--- config.mk ---
export PLATFORM = sky130hd
export DESIGN_NAME = cmp_swap_32bit_pipe_flat
export DESIGN_NICKNAME = d
export VERILOG_FILES = /design/src/rtl/cmp_swap_32bit_pipe_if.sv /design/src/rtl/cmp_swap_32bit_pipe.sv /design/src/flat_wrapper.sv
export SDC_FILE = /design/constraint.sdc
export NUM_CORES = 1
export LEC_CHECK = 0
export ABC_AREA = 1
export CORE_ASPECT_RATIO = 0.7
export CORE_MARGIN = 2
export CORE_UTILIZATION = 50
export DETAILED_ROUTE_END_ITERATION = 10
export GPL_TIMING_DRIVEN = 0
export PLACE_DENSITY = 0.8
export SETUP_SLACK_MARGIN = 0.3
export SKIP_CTS_REPAIR_TIMING = 1
export SLEW_MARGIN = 20
export SYNTH_ARGS = -nofsm -noshare
export SYNTH_HDL_FRONTEND = slang
export SYNTH_SLANG_ARGS = --single-unit
--- constraint.sdc ---
create_clock -name clk -period 2.78 [get_ports clk]
set_input_delay 0.417 -clock clk [delete_from_list [all_inputs] [get_ports clk]]
set_output_delay 0.417 -clock clk [all_outputs]
set_load 0.01 [all_outputs]
--- src/rtl/cmp_swap_32bit_pipe_if.sv ---
// Handshake bundle for the compare-and-swap stage: operand pair in, ordered pair plus flags out.
interface cmp_swap_if #(
    parameter int WIDTH = 32
);
    logic             in_valid;
    logic             in_ready;
    logic [WIDTH-1:0] in_a;
    logic [WIDTH-1:0] in_b;
    logic             out_valid;
    logic             out_ready;
    logic [WIDTH-1:0] out_min;
    logic [WIDTH-1:0] out_max;
    logic             out_lt;
    logic             out_eq;
    logic             out_swapped;

    modport master (
        output in_valid, in_a, in_b, out_ready,
        input  in_ready, out_valid, out_min, out_max, out_lt, out_eq, out_swapped
    );

    modport slave (
        input  in_valid, in_a, in_b, out_ready,
        output in_ready, out_valid, out_min, out_max, out_lt, out_eq, out_swapped
    );
endinterface

--- src/rtl/cmp_swap_32bit_pipe.sv ---
// Two-stage pipelined unsigned compare-and-swap with valid/ready backpressure.
// Optional saturating swap counter enabled by defining CMP_SWAP_CNT_EN.
module cmp_swap_32bit_pipe #(
    parameter int WIDTH = 32,
    parameter int CNT_W = 16
) (
    input  logic             clk,
    input  logic             rst,
    cmp_swap_if.slave        bus
`ifdef CMP_SWAP_CNT_EN
    ,
    output logic [CNT_W-1:0] swap_count
`endif
);

    function automatic logic [CNT_W-1:0] sat_inc(input logic [CNT_W-1:0] cnt);
        if (cnt == {CNT_W{1'b1}}) return cnt;
        return cnt + CNT_W'(1);
    endfunction

    logic             vld_p1;
    logic [WIDTH-1:0] a_p1;
    logic [WIDTH-1:0] b_p1;

    logic             vld_p2;
    logic [WIDTH-1:0] min_p2;
    logic [WIDTH-1:0] max_p2;
    logic             lt_p2;
    logic             eq_p2;
    logic             swp_p2;

    logic             adv_p1;
    logic             adv_p2;
    logic             lt_c;
    logic             eq_c;

    // A stage may load when it is empty or its contents move on this edge.
    assign adv_p2 = ~vld_p2 | bus.out_ready;
    assign adv_p1 = ~vld_p1 | adv_p2;
    assign bus.in_ready = adv_p1;

    // ---- stage 1: operand capture ----
    always_ff @(posedge clk) begin
        if (rst) begin
            vld_p1 <= 1'b0;
        end else if (adv_p1) begin
            vld_p1 <= bus.in_valid;
        end
    end

    always_ff @(posedge clk) begin
        if (adv_p1 && bus.in_valid) begin
            a_p1 <= bus.in_a;
            b_p1 <= bus.in_b;
        end
    end

    // ---- stage 2: compare and order ----
    assign lt_c = (a_p1 < b_p1);
    assign eq_c = (a_p1 == b_p1);

    always_ff @(posedge clk) begin
        if (rst) begin
            vld_p2 <= 1'b0;
            min_p2 <= '0;
            max_p2 <= '0;
            lt_p2  <= 1'b0;
            eq_p2  <= 1'b0;
            swp_p2 <= 1'b0;
        end else if (adv_p2) begin
            vld_p2 <= vld_p1;
            if (vld_p1) begin
                min_p2 <= lt_c ? a_p1 : b_p1;
                max_p2 <= lt_c ? b_p1 : a_p1;
                lt_p2  <= lt_c;
                eq_p2  <= eq_c;
                swp_p2 <= ~lt_c & ~eq_c;
            end
        end
    end

    assign bus.out_valid   = vld_p2;
    assign bus.out_min     = min_p2;
    assign bus.out_max     = max_p2;
    assign bus.out_lt      = lt_p2;
    assign bus.out_eq      = eq_p2;
    assign bus.out_swapped = swp_p2;

`ifdef CMP_SWAP_CNT_EN
    // ---- swap counter: counts completed output transfers that swapped ----
    logic [CNT_W-1:0] cnt_p3;

    always_ff @(posedge clk) begin
        if (rst) begin
            cnt_p3 <= '0;
        end else if (vld_p2 && bus.out_ready && swp_p2) begin
            cnt_p3 <= sat_inc(cnt_p3);
        end
    end

    assign swap_count = cnt_p3;
`endif

endmodule
--- src/flat_wrapper.sv ---
// flat-port wrapper written by rule: the top's interface ports become plain ports
module cmp_swap_32bit_pipe_flat 
#(
    parameter int WIDTH = 32,
    parameter int CNT_W = 16
)
  (clk, rst, bus_in_valid, bus_in_a, bus_in_b, bus_out_ready, bus_in_ready, bus_out_valid, bus_out_min, bus_out_max, bus_out_lt, bus_out_eq, bus_out_swapped);
  cmp_swap_if #(.WIDTH(WIDTH)) bus_i ();
  input  logic clk;
  input  logic rst;
  input wire logic [$bits(bus_i.in_valid)-1:0] bus_in_valid;
  input wire logic [$bits(bus_i.in_a)-1:0] bus_in_a;
  input wire logic [$bits(bus_i.in_b)-1:0] bus_in_b;
  input wire logic [$bits(bus_i.out_ready)-1:0] bus_out_ready;
  output wire logic [$bits(bus_i.in_ready)-1:0] bus_in_ready;
  output wire logic [$bits(bus_i.out_valid)-1:0] bus_out_valid;
  output wire logic [$bits(bus_i.out_min)-1:0] bus_out_min;
  output wire logic [$bits(bus_i.out_max)-1:0] bus_out_max;
  output wire logic [$bits(bus_i.out_lt)-1:0] bus_out_lt;
  output wire logic [$bits(bus_i.out_eq)-1:0] bus_out_eq;
  output wire logic [$bits(bus_i.out_swapped)-1:0] bus_out_swapped;
  assign bus_i.in_valid = bus_in_valid;
  assign bus_i.in_a = bus_in_a;
  assign bus_i.in_b = bus_in_b;
  assign bus_i.out_ready = bus_out_ready;
  assign bus_in_ready = bus_i.in_ready;
  assign bus_out_valid = bus_i.out_valid;
  assign bus_out_min = bus_i.out_min;
  assign bus_out_max = bus_i.out_max;
  assign bus_out_lt = bus_i.out_lt;
  assign bus_out_eq = bus_i.out_eq;
  assign bus_out_swapped = bus_i.out_swapped;
  cmp_swap_32bit_pipe #(.WIDTH(WIDTH), .CNT_W(CNT_W)) u_core (.clk(clk), .rst(rst), .bus(bus_i));
endmodule
# Yosys cells after proc, flatten, opt, wreduce, memory -nomap -nowiden
# Cells that the tools add are included.
[totals]
out_inout_bits = 69
inputBits = 68
ff_bits = 133
word_cells = 22
[op_classes]
n_eq_ne = 1
mux = 2
n_bitwise = 7
magnitude_cmp = 1
n_reduce_logical = 2
[ops]
columns = ["operator", "count"]
rows = [
  ["$mux 32", 2],
  ["$eq 32x32->1", 1],
  ["$lt 32x32->1", 1],
  ["$not 1->1", 4],
  ["$or 1x1->1", 2],
  ["$reduce_and 2->1", 1],
  ["$and 1x1->1", 1],
  ["$logic_and 1x1->1", 1],
]

# Logic depth before layout (Yosys ltp)
# Gate-level depths: netlist of run 1.
[depth]
depth_word = 4
mapped_depth = 18
mapped_depth_nobuf = 16

# Worst setup path before layout of run 1
# No wires, ideal clock.
[synth_timing]
path_type = "input port to flip-flop"
from = "input bus_out_ready"
to = "register u_core.a_p1[0], enable pin"
setup_ns = 0.418
path_buffers = 0
slack_ns = 0.426
arrival_ns = 1.936
required_ns = 2.362
cell_stages = 4
path_cell_list = "inv_1 -> nand3_1 -> nand2_1 -> inv_1"
[synth_via]
elab_chain_cells = 3
[synth_lines]
columns = ["element", "line", "rtl"]
rows = [
  ["start, declared", "flat_wrapper.sv:14", "input wire logic [$bits(bus_i.out_ready)-1:0] bus_out_ready;"],
  ["$or 1x1->1", "cmp_swap_32bit_pipe.sv:38", "assign adv_p2 = ~vld_p2 | bus.out_ready;"],
  ["$or 1x1->1", "cmp_swap_32bit_pipe.sv:39", "assign adv_p1 = ~vld_p1 | adv_p2;"],
  ["via bus_in_ready", "flat_wrapper.sv:15", "output wire logic [$bits(bus_i.in_ready)-1:0] bus_in_ready;"],
  ["$logic_and 1x1->1", "cmp_swap_32bit_pipe.sv:52", "if (adv_p1 && bus.in_valid) begin"],
  ["end signal, assigned", "cmp_swap_32bit_pipe.sv:53", "a_p1 <= bus.in_a;"],
  ["end, declared", "cmp_swap_32bit_pipe.sv:22", "logic [WIDTH-1:0] a_p1;"],
]
# The timed path passes the listed nets, and every way through them passes these cells.
# A chain may end at the register's enable or synchronous reset.

# Final worst setup path of run 1
[layout_timing]
from = "register u_core.b_p1[17]"
to = "register u_core.min_p2[23] (netlist: u_core.bus.out_min[23])"
[layout_via]
elab_chain_cells = 2
[layout_lines]
columns = ["element", "line", "rtl"]
rows = [
  ["start, declared", "cmp_swap_32bit_pipe.sv:23", "logic [WIDTH-1:0] b_p1;"],
  ["start signal, assigned", "cmp_swap_32bit_pipe.sv:54", "b_p1 <= bus.in_b;"],
  ["$lt 32x32->1", "cmp_swap_32bit_pipe.sv:59", "assign lt_c = (a_p1 < b_p1);"],
  ["$mux 32", "cmp_swap_32bit_pipe.sv:73", "min_p2 <= lt_c ? a_p1 : b_p1;"],
  ["end signal, assigned", "cmp_swap_32bit_pipe.sv:73", ""],
  ["end, declared", "cmp_swap_32bit_pipe.sv:26", "logic [WIDTH-1:0] min_p2;"],
]
# No other way between the ends.

==> flow_metrics.tcl, run 1 <==
set metrics [dict create \
    worstMarginPinSlew_ns 0.572 \
    power_leakage_nw 3.40 \
    fin_setup_tns_ns 0 \
    core_sq_um 11800 \
    io_pins 137 \
    maxCapViolations 0 \
    die_y_um 96.1 \
    p_sw_share_pct 27.0 \
    worstHoldStart "u_core.bus.out_max[29]" \
    hold_violations 0 \
    nNetsFinal 942 \
    ff2ff_path_depth 14 \
    slew_headroom_pct 61.9 \
    post-route-util_pct 69.6 \
    r2r_slack_ns 0.46 \
    slowest_delay_ns 0.36 \
    crit_top_cell "nand2_1" \
    hold_class "reg -> reg" \
    ys.flop_type "dfxtp_1" \
    post-route-drc-count 0 \
    power_density_nw_per_um2 636 \
    yosysSeqAreaShare_pct 54.6 \
    num_rows 33 \
    antenna_found_initial 0 \
    final_area_sq_um 8190 \
    grt_pass1_vias 5259 \
    power_frac_clock_pct 40.6 \
    drv_slew 0 \
    initial_utilization_pct 51.4 \
    cts_max_level 4 \
    internal_power_mw 3.80 \
    criticalPathCategory "reg -> reg" \
    period_minus_slack_ns 2.32 \
    cts-root-buf "clkbuf_16" \
    dieArea_sq_um 13000 \
    routabilityCongestion 0.924 \
    async_reset_ff_share_pct 0 \
    cts_buffers 17 \
    fin_crit_sh_pct 83.5 \
    hold_depth 2 \
    grt_usage_pct 27.3 \
    syn-num-nets 787 \
    syn-cell-area_sq_um 6050 \
    first_iter_violations 596 \
    grt_max_degree 38 \
    worstPathBufferInverterCount 3 \
    wire_per_inst_um 17.2 \
    ys_ff_latch 133 \
    grt_pass1_wl_mm 26.6 \
    r2r_end "u_core.bus.out_min[23]" \
    clock_skew_ns 0.0101 \
    final_antenna_net_count 0 \
    crit-reg2reg-launch "u_core.b_p1[17]" \
    syn_inst 687 \
    status "finished clean" \
    dr.pass1.iters 5 \
    cp_slowest_cell "edfxtp_1" \
    crit_path_start_kind "register" \
    routed_wl_mm 17.4 \
    dieWidth_um 136 \
    cts_tree "yes" \
    crit_fanout 10 \
    ys_warn_count 0 \
    fmax_mhz 431 \
    synthToLayoutAreaGrowth_pct 35.3 \
    place_area_sq_um 7620 \
    hpwl_mm 12.3 \
    finalSetupViolations 0 \
    viasPerCell 5.56 \
    rsz0062_at_grt "false" \
    combPwrFrac_pct 16.1 \
    portBuffers 135 \
    arrival_ns 2.60 \
    diodes 0 \
    p_sw_mw 1.41 \
    cts_sinks 133 \
    required_ns 3.06 \
    crit_chain "inv_1 -> ha_1 -> nand2_1 -> nand2_1 -> nand2_1 -> nand2_1 -> nand2_1 -> nand2_1 -> a21oi_2 -> clkbuf_4 -> clkbuf_4 -> nand3_1 -> nand3_1 -> a21oi_1" \
    cts.clk_slew.worst_paths_ns 0.06 \
    yosys.cell_types.count 23 \
    clockBufferDepth 2 \
    seq_power_share_pct 43.3 \
    peakVddDrop_mv 0.429 \
    crit_path_end_kind "register" \
    worstHoldEndpoint "u_core.bus.out_max[29]" \
    clock_latency_ns 0.43 \
    vias 5624 \
    synth-edff-count 64 \
    overflow 0 \
    crit_family "simple AND/OR/NAND/NOR gates" \
    drive_above_1_share_pct 7.60 \
    avgSynthCellArea_sq_um 8.81 \
]
-- cells in the mapped netlist (2+ instances only) --
master	instances	area [sq um]
a21oi_1	82	410
buf_1	2	7.51
buf_2	14	70.1
buf_4	5	37.5
buf_6	7	78.8
clkbuf_1	15	56.3
dfxtp_1	69	1380
edfxtp_1	64	1920
ha_1	32	400
inv_1	73	274
inv_2	2	7.51
nand2_1	168	631
nand2_2	2	12.5
nand3_1	130	651
nand4_1	2	12.5
nor2_1	9	33.8
nor2_2	2	12.5
o21a_1	2	15.0
o21ai_0	3	15.0
-- worst max-delay path by stage --
| stage | slack (ns) | cells after the start | end | from |
|---|---|---|---|---|
| after CTS | 0.43 | 14 | u_core.bus.out_min[23] | u_core.b_p1[17] |
| final | 0.46 | 14 | u_core.bus.out_min[23] | u_core.b_p1[17] |
| after floorplan | 0.43 | 4 | u_core.a_p1[0] | bus_out_ready |
| after global routing | 0.33 | 11 | u_core.bus.out_min[23] | u_core.b_p1[21] |
| after global placement | -0.51 | 5 | u_core.b_p1[19] | bus_out_ready |
| after detailed placement | 0.40 | 9 | u_core.bus.out_max[29] | bus_out_ready |
-- layout by cell type, fill, tap and decap left out, drive strengths merged --
cell	instances
nand4	2
dfxtp	69
nor2	11
clkbuf	35
inv	78
clkdlybuf4s50	135
edfxtp	64
clkinv	10
nand2	170
buf	27
o21ai	4
o21a	2
bufinv	1
nand3	130
clkinvlp	1
a21o	1
a21oi	83
ha	32
-- area by class of cell --
| cell class | instances | area, sq um |
|---|---|---|
| Multi-Input combinational cell | 435 | 2210 |
| Buffer | 43 | 255 |
| Tap cell | 157 | 196 |
| Sequential cell | 133 | 3300 |
| Timing Repair Buffer | 136 | 1370 |
| Clock buffer | 18 | 429 |
| Fill cell | 867 | 3580 |
| Clock inverter | 14 | 130 |
| Inverter | 76 | 288 |
-- per-stage QoR --
step / setup WS (ns) / power, mW / hold slack (ns) / std cells
6_report: 0.459 / 5.21 / 0.468 / 1012
5_1_grt: 0.334 / 5.38 / 0.475 / 1012
4_1_cts: 0.432 / 5.19 / 0.468 / 1012
3_5_place_dp: 0.403 / 3.10 / 0.458 / 980
3_3_place_gp: -0.513 / 3.07 / 0.454 / 979
2_1_floorplan: 0.426 / 2.72 / 0.488 / 687
-- flip-flops by register name, indices dropped and copies added, names as in the netlist --
signal and cells:
u_core.a_p1 32, u_core.b_p1 32, u_core.bus.out_max 32, u_core.bus.out_min 32, u_core.bus.out_eq 1, u_core.bus.out_lt 1
u_core.bus.out_swapped 1, u_core.bus.out_valid 1, u_core.vld_p1 1
-- worst min-delay path: stages, from the launching register on --
cell and delay, ns:
dfxtp_1 0.31, nand2_1 0.06, a21oi_1 0.05
-- power groups by stage --
| stage | Sequential (mW) | Combinational [mW] | Clock (mW) |
|---|---|---|---|
| final | 2.25 | 0.838 | 2.12 |
| after global routing | 2.26 | 0.913 | 2.21 |
| after CTS | 2.25 | 0.824 | 2.11 |
| after detailed placement | 2.29 | 0.813 | 0 |
| after global placement | 2.29 | 0.779 | 0 |
| after floorplan | 2.31 | 0.414 | 0 |
-- logic make-up (layout without fill, tap and decap cells) --
logic type | after synthesis | count (layout) | synth area share (%)
AND/OR/NAND/NOR | 313 | 313 | 22.3
AO/OA/AOI/OAI | 90 | 90 | 7.63
adder cells (fa/ha/maj) | 32 | 32 | 6.61
buffers and inverters | 119 | 287 | 8.85
flip-flops | 133 | 133 | 54.6
-- routing by layer --
metal | GRT usage [%] | up-vias | share of wire, %
li1 | - | 2598 | -
met1 | 36.3 | 2665 | 43
met2 | 43.4 | 325 | 46
met3 | 6.58 | 36 | 9.5
met4 | 11.2 | 0 | 1.9
met5 | 0 | - | 0
(Power assumes the default switching activity.)
==> run 2: changes to the inputs <==
==> constraint.sdc (replaced) <==
create_clock -name clk -period 2.3 [get_ports clk]
set_input_delay 0.345 -clock clk [delete_from_list [all_inputs] [get_ports clk]]
set_output_delay 0.345 -clock clk [all_outputs]
set_load 0.01 [all_outputs]
==> run 2 against run 1 <==
Clock power increased by 26%. Sequential share of layout area decreased by 3.9 points. Non-clock buffer count increased by 23. Sequential power increased by 22%. Critical path type unchanged. Core utilization increased by 7.3 points. Register-to-register slack got worse by 0.35 ns. Largest power group unchanged. Via count increased by 2.9%. Power increased by 29%. Maximum frequency increased by 5.8%. Largest cell class unchanged. Clock-buffer cell count decreased by 1. Design area increased by 11%.
==> flow_metrics.tcl, run 2 (synthesized netlist as in run 1, its figures left out) <==
set metrics [dict create \
    status "finished clean" \
    dieArea_sq_um 13000 \
    power_leakage_nw 3.62 \
    first_iter_violations 589 \
    hold_depth 2 \
    ff2ff_path_depth 13 \
    hold_class "reg -> reg" \
    maxCapViolations 0 \
    cts_tree "yes" \
    finalSetupViolations 0 \
    crit_chain "ha_1 -> nand2_1 -> nor2_2 -> nand2_2 -> clkinv_1 -> nand2_1 -> nand2_1 -> nand2_2 -> nand2_4 -> buf_2 -> nand2_1 -> nand3_1 -> a21oi_1" \
    overflow 0 \
    layout_setup_ws_ns 0.106 \
    viasPerCell 5.59 \
    portBuffers 135 \
    fmax_mhz 456 \
    vias 5789 \
    seq_power_share_pct 40.8 \
    crit_fanout 10 \
    grt_max_degree 36 \
    worstMarginPinSlew_ns 0.855 \
    grt_pass1_wl_mm 27.3 \
    slew_headroom_pct 42.7 \
    arrival_ns 2.48 \
    fin_setup_tns_ns 0 \
    peakVddDrop_mv 0.546 \
    hpwl_mm 12.5 \
    required_ns 2.58 \
    drv_slew 0 \
    cts_buffers 17 \
    final_common_cell "nand2_1" \
    wire_per_inst_um 18.6 \
    hold_slack_ns 0.467 \
    power_frac_clock_pct 39.9 \
    drive_above_1_share_pct 23.9 \
    worstPathBufferInverterCount 2 \
    critical_path_depth 13 \
    clockBufferDepth 2 \
    synthToLayoutAreaGrowth_pct 49.5 \
    final_antenna_net_count 0 \
    clock_latency_ns 0.42 \
    grt_usage_pct 27.9 \
    io_pins 137 \
    crit_top_cell "nand2_1" \
    hold_violations 0 \
    cts_sinks 133 \
    dr.pass1.iters 5 \
    routabilityCongestion 0.911 \
    dp_slack_ns -0.0392 \
    nNetsFinal 966 \
    total_power_mw 6.71 \
    cts_max_level 4 \
    slowest_delay_ns 0.41 \
    antenna_found_initial 0 \
    combPwrFrac_pct 19.3 \
    internal_power_mw 4.86 \
    post-route-util_pct 76.9 \
    routed_wl_mm 19.3 \
    period_minus_slack_ns 2.19 \
    rsz0062_at_grt "true" \
    fin_crit_sh_pct 95.4 \
    cts.clk_slew.worst_paths_ns 0.06 \
    p_sw_mw 1.85 \
    post-route-drc-count 0 \
    grt_pass1_vias 5363 \
    initial_utilization_pct 51.4 \
    criticalPathCategory "reg -> reg" \
    core_sq_um 11800 \
    layout_common_cells "136 x nand2_1, 135 x clkdlybuf4s50_1, 103 x nand3_1" \
    num_rows 33 \
    power_density_nw_per_um2 741 \
    crit_path_end_kind "register" \
    die_y_um 96.1 \
    p_sw_share_pct 27.5 \
    dieWidth_um 136 \
    diodes 0 \
    crit_family "simple AND/OR/NAND/NOR gates" \
    cts-root-buf "clkbuf_16" \
    cp_slowest_cell "edfxtp_1" \
    crit_path_start_kind "register" \
    clock_skew_ns 0.0123 \
]
run 2: cell count changes in the layout (fill, tap and decap cells not counted), moves of 24 or more:
cell / before / now
nand2_1: 168 / 136
a21oi_1: 82 / 57
nand2_2: 2 / 31
nand3_1: 130 / 103
a21oi_2: 1 / 25
nand3_2: 0 / 26
run 2: cell type report:
type / instances / area (sq um)
plain buffers: 43 / 340
clock buffers: 17 / 425
clock inverters: 14 / 153
fillers: 757 / 2720
inverters: 76 / 289
multi-input cells: 435 / 2700
flip-flops and latches: 133 / 3300
well taps: 157 / 196
repair buffers: 159 / 1640
repair inverters: 1 / 5.00
run 2: per-stage QoR:
| step | std cells | cell area, sq um |
|---|---|---|
| floorplan | 687 | 6060 |
| global placement | 979 | 7610 |
| detailed placement | 980 | 7630 |
| CTS | 1011 | 8210 |
| global route | 1035 | 9050 |
| finish | 1035 | 9050 |
run 2: worst min-delay path, delay by kind of cell, from the launching register on:
kind | cells | cell delay, ns
compound gates | 1 | 0.06
flops | 1 | 0.31
simple gates | 1 | 0.06
run 2: power groups by stage:
stage          Clock (mW)  Combinational (mW)  Sequential [mW]
2_1_floorplan           0               0.502             2.79
3_3_place_gp            0               0.948             2.77
3_5_place_dp            0               0.982             2.77
4_1_cts              2.69               0.990             2.72
5_1_grt              2.80                1.39             2.75
6_report             2.68                1.30             2.74
run 2: final timing paths:
check,startpoint,to,slack [ns]
worst min register to register,u_core.bus.out_min[13],u_core.bus.out_min[13],0.47
worst max-delay path,u_core.a_p1[15],u_core.bus.out_min[8],0.11
worst max register to register,u_core.a_p1[15],u_core.bus.out_min[8],0.11
worst min-delay path,u_core.bus.out_min[13],u_core.bus.out_min[13],0.47
run 2: metal layers:
layer  GRT usage [%]  wire length, um
met3            7.11             1880
met5               0                0
met2            43.1             8840
met1            38.2             8200
met4            10.3              357
